### config.mk
export PLATFORM = sky130hd
export DESIGN_NAME = mem_stage_sram_ctrl
export DESIGN_NICKNAME = d
export VERILOG_FILES = /design/src/rtl/mem_stage_sram_ctrl_pkg.sv /design/src/rtl/mem_stage_sram_ctrl_phase_counter.sv /design/src/rtl/mem_stage_sram_ctrl.sv
export SDC_FILE = /design/constraint.sdc
export NUM_CORES = 1
export LEC_CHECK = 0
export ABC_AREA = 1
export BUFFER_PORTS_ARGS = -buffer_cell sky130_fd_sc_hd__buf_2
export CAP_MARGIN = 20
export CORE_ASPECT_RATIO = 0.6
export CORE_MARGIN = 10
export CORE_UTILIZATION = 38
export DETAILED_ROUTE_END_ITERATION = 8
export PLACE_DENSITY_LB_ADDON = 0.05
export SLEW_MARGIN = 40
export SYNTH_ARGS = -nofsm -noshare
export SYNTH_HDL_FRONTEND = slang
export SYNTH_SLANG_ARGS = --single-unit
### constraint.sdc
create_clock -name clk -period 4.2 [get_ports clk]
set_clock_uncertainty 0.05 [all_clocks]
set_input_delay 1.05 -clock clk [delete_from_list [all_inputs] [get_ports clk]]
set_output_delay 1.05 -clock clk [all_outputs]
set_load 0.01 [all_outputs]
### src/rtl/mem_stage_sram_ctrl_pkg.sv
// Shared constants for the MEM-stage SRAM controller:
// FSM encoding, address map and SRAM geometry.
package mem_stage_sram_ctrl_pkg;

  localparam int WORD_W          = 32;
  localparam int SRAM_AW         = 18;
  localparam int SRAM_DW         = 16;
  localparam int DEF_WAIT_CYCLES = 5;
  localparam int DEF_MEM_BASE    = 1024;
  localparam int CNT_W           = 4;

  localparam logic [1:0] ST_IDLE   = 2'd0;
  localparam logic [1:0] ST_ACC_LO = 2'd1;
  localparam logic [1:0] ST_ACC_HI = 2'd2;
  localparam logic [1:0] ST_DONE   = 2'd3;

endpackage

### src/rtl/mem_stage_sram_ctrl_phase_counter.sv
// Wait counter for one SRAM half-word phase.
// Clear wins over enable; tc flags the last cycle of a phase.
module sram_phase_counter
  import mem_stage_sram_ctrl_pkg::*;
#(
  parameter int WAIT_CYCLES = DEF_WAIT_CYCLES
) (
  input  logic clk,
  input  logic rst,
  input  logic clr_i,
  input  logic en_i,
  output logic tc_o
);

  logic [CNT_W-1:0] cnt_q;
  logic [CNT_W-1:0] cnt_d;

  always_comb begin
    cnt_d = cnt_q;
    if (clr_i) begin
      cnt_d = '0;
    end else if (en_i) begin
      cnt_d = cnt_q + 1'b1;
    end
  end

  always_ff @(posedge clk) begin
    if (rst) begin
      cnt_q <= '0;
    end else begin
      cnt_q <= cnt_d;
    end
  end

  assign tc_o = (cnt_q == CNT_W'(WAIT_CYCLES - 1));

endmodule

### src/rtl/mem_stage_sram_ctrl.sv
// MEM-stage data-memory controller: one 32-bit word
// as two half-word accesses on a 16-bit SRAM.
module mem_stage_sram_ctrl
  import mem_stage_sram_ctrl_pkg::*;
#(
  parameter int WORD_WIDTH      = WORD_W,
  parameter int SRAM_ADDR_WIDTH = SRAM_AW,
  parameter int SRAM_DATA_WIDTH = SRAM_DW,
  parameter int WAIT_CYCLES     = DEF_WAIT_CYCLES,
  parameter int MEM_BASE        = DEF_MEM_BASE
) (
  input  logic                       clk,
  input  logic                       rst,
  input  logic                       mem_read,
  input  logic                       mem_write,
  input  logic [WORD_WIDTH-1:0]      address,
  input  logic [WORD_WIDTH-1:0]      write_data,
  output logic [WORD_WIDTH-1:0]      read_data,
  output logic                       ready,
  output logic [SRAM_ADDR_WIDTH-1:0] sram_addr,
  output logic [SRAM_DATA_WIDTH-1:0] sram_dq_out,
  output logic                       sram_dq_oe,
  input  logic [SRAM_DATA_WIDTH-1:0] sram_dq_in,
  output logic                       sram_we_n
);

  logic [1:0]            state_q;
  logic [1:0]            state_d;
  logic                  wr_q;
  logic                  wr_d;
  logic [WORD_WIDTH-1:0] read_data_q;
  logic                  req;
  logic                  in_acc;
  logic                  is_hi;
  logic                  tc;
  logic [WORD_WIDTH-1:0] offset;
  logic [WORD_WIDTH-1:0] half_idx;

  assign req    = mem_read | mem_write;
  assign in_acc = (state_q == ST_ACC_LO) | (state_q == ST_ACC_HI);
  assign is_hi  = (state_q == ST_ACC_HI);

  sram_phase_counter #(
    .WAIT_CYCLES(WAIT_CYCLES)
  ) u_cnt (
    .clk  (clk),
    .rst  (rst),
    .clr_i(state_d != state_q),
    .en_i (in_acc),
    .tc_o (tc)
  );

  always_comb begin
    state_d = state_q;
    wr_d    = wr_q;
    unique case (state_q)
      ST_IDLE: begin
        if (req) begin
          state_d = ST_ACC_LO;
          wr_d    = mem_write;
        end
      end
      ST_ACC_LO: if (tc) state_d = ST_ACC_HI;
      ST_ACC_HI: if (tc) state_d = ST_DONE;
      ST_DONE:   state_d = ST_IDLE;
      default:   state_d = ST_IDLE;
    endcase
  end

  // Word index shifted left once; the half select fills bit 0.
  assign offset   = address - WORD_WIDTH'(MEM_BASE);
  assign half_idx = ((offset >> 2) << 1) | WORD_WIDTH'(is_hi);

  always_comb begin
    sram_addr   = '0;
    sram_dq_out = '0;
    sram_dq_oe  = 1'b0;
    sram_we_n   = 1'b1;
    if (in_acc) begin
      sram_addr = SRAM_ADDR_WIDTH'(half_idx);
      if (wr_q) begin
        sram_dq_oe  = 1'b1;
        sram_we_n   = tc;
        sram_dq_out = is_hi
          ? write_data[SRAM_DATA_WIDTH +: SRAM_DATA_WIDTH]
          : write_data[0 +: SRAM_DATA_WIDTH];
      end
    end
  end

  always_ff @(posedge clk) begin
    if (rst) begin
      state_q     <= ST_IDLE;
      wr_q        <= 1'b0;
      read_data_q <= '0;
    end else begin
      state_q <= state_d;
      wr_q    <= wr_d;
      if (in_acc && !wr_q && tc) begin
        if (is_hi) begin
          read_data_q[SRAM_DATA_WIDTH +: SRAM_DATA_WIDTH] <= sram_dq_in;
        end else begin
          read_data_q[0 +: SRAM_DATA_WIDTH] <= sram_dq_in;
        end
      end
    end
  end

  assign read_data = read_data_q;
  assign ready     = ~req | (state_q == ST_DONE);

endmodule

==> metrics.yaml <==
outcome: "complete, no violations"
port_buffers: 137
core_sq_um: 5700
hp-class: "reg -> reg"
ios: 153
arrival_ns: 2.43
crit_path_top_delay_cell: "ha_1"
insertion_delay_ns: 0.28
num-nets-final: 533
grt_pass1_vias: 2310
rows: 21
cp-start-kind: "flop"
syn_nets: 404
mostFrequentLayoutCell: "buf_2"
setup-violations-final: 0
viasPerCell: 4.46
wirelength_microns: 6670
cp_max_fo: 17
ys_ff_latch: 39
cts_buffers: 5
maxCapViolations: 0
peakVddDrop_mv: 0.152
wl_per_cell_microns: 12.8
drcViolationCount: 0
clock-sinks: 39
start_util: 0.403
fmax_mhz: 283
clk_pin_slew_worst_paths_ns: 0.08
syn_avg_cell_area_sq_um: 7.39
track_usage: 0.133
hold_viol: 0
diodes: 0
grt-ovfl-total: 0
vias: 2322
cts_hold_buf: 0
fillers: 599
die-area_sq_um: 9660
grt_max_degree: 34
setup_tns_ns: 0
p_leak_uw: 0.00156
first_pass_iters: 4
drt-initial-drc-count: 68
postRouteAntennaNets: 0
relSlewSlack: 0.500
ys_warn_count: 0
r2r_slack_ns: 1.68
synth_cell_type_count: 30
worstPathRequired_ns: 3.10
netlist_instances: 311
register_area_sq_um: 781
die_x_microns: 120
synth-seq-area-share: 0.340
final_cell_mix: "buf_2 (137), inv_1 (49), nor2_1 (40)"
final_area_sq_um: 3060
crit_type: "reg -> out"
whs_ns: 0.395
dpl_cell_area_sq_um: 2980
synth.area.top_cells: "dfxtp_1 (34%), a21oi_2 (8.0%), inv_1 (8.0%)"
rsz0062_at_grt: "false"
antenna_found_initial: 0
post-cts-setup-buffer-count: 0
cpPeakStageDelay_ns: 0.59
htree_levels: 2
drive_above_1_share: 0.433
yosysTopAreaCell: "dfxtp_1"
powerDensity_nw_per_um2: 247
multi_input_area_sq_um: 1190
cts_root_buf: "clkbuf_8"
fin_crit_ns: 3.53
synth.top_cell.area_share: 0.340
cts_resized: 0
max_slew.worst_pin.slew_ns: 0.749
endpoint_kind: "output pin"
finalCritPeriodShare: 0.841
cts_tree: "done"
cp_cell_sequence: "inv_1 > ha_1 > nand2_1 > nor3_1 > buf_2"
die_y_microns: 80.2
drv_slew: 0
clockBufferDepth: 2
dpl.hpwl_microns: 5400
grt_pass1_wl_microns: 10900
synth_area_sq_um: 2300
place_congestion: 0.835
syn_to_final_growth_pct: 33.1
cell families (layout without fill, tap and decap cells):
logic type	count (synthesis)	after routing	share of synthesized area
adder cells (fa/ha/maj)	9	9	0.0490
AND/OR/NAND/NOR	111	111	0.252
buffers and inverters	73	203	0.143
flip-flops	39	39	0.340
XOR/XNOR	6	6	0.0229
AO/OA/AOI/OAI	73	73	0.193
metal layers:
metal,global-route usage,vias up,share of wire
met5,0,-,0
met4,0.0144,0,0.0018
met3,0.0677,2,0.11
met2,0.213,77,0.42
met1,0.161,998,0.47
li1,-,1245,-
synth_stat cells, drive strengths merged:
master,count
nor2,42
and3,2
buf,11
nand2,32
dfxtp,39
clkbuf,4
or2,2
clkinv,2
xor2,5
a21oi,40
nand4,1
nor3,22
inv,56
nand3b,1
o21ai,33
ha,9
xnor2,1
nand3,9
per-stage QoR:
stage / setup slack (ns) / instances / utilization / power (uW)
after floorplan: 1.12 / 311 / - / 460
after global placement: 0.911 / 513 / 0.522 / 521
after detailed placement: 0.874 / 513 / 0.522 / 522
after CTS: 0.646 / 521 / 0.536 / 763
after global routing: 0.432 / 521 / 0.536 / 798
final: 0.668 / 521 / 0.536 / 754
worst max-delay path, delay by kind of cell, from the launching register on:
| kind | cells | cell delay (ns) |
|---|---|---|
| fa+ha+maj | 1 | 0.59 |
| flops | 1 | 0.44 |
| simple gates | 2 | 0.79 |
| buf+inv | 2 | 0.33 |
layout make-up:
class	count	area share
inverter	58	0.0720
clock buffer	7	0.0250
multi-input combinational	199	0.389
timing repair buffer	137	0.224
sequential	39	0.255
tap	80	0.0327
clock inverter	1	0.00164
worst paths after layout:
path / startpoint / endpoint / cells after the start
worst max-delay path: state_q[1] / sram_dq_out[15] / 5
worst min-delay path: read_data[11] / read_data[11] / 2
worst min register to register: read_data[11] / read_data[11] / 2
worst max register to register: state_q[1] / read_data[31] / 7
power breakdown:
group	switching, uW	internal (uW)	total (uW)	leakage (uW)
sequential	4.06	373	377	0.000315
combinational	76.1	58.4	135	0.00120
clock	126	117	242	0.0000422
sequential cells by signal (all words and copies together) (netlist names):
signal,count
read_data,32
wr_q,1
state_q,2
u_cnt.cnt_q,4
Note: power is estimated with default switching activity, not from simulation.
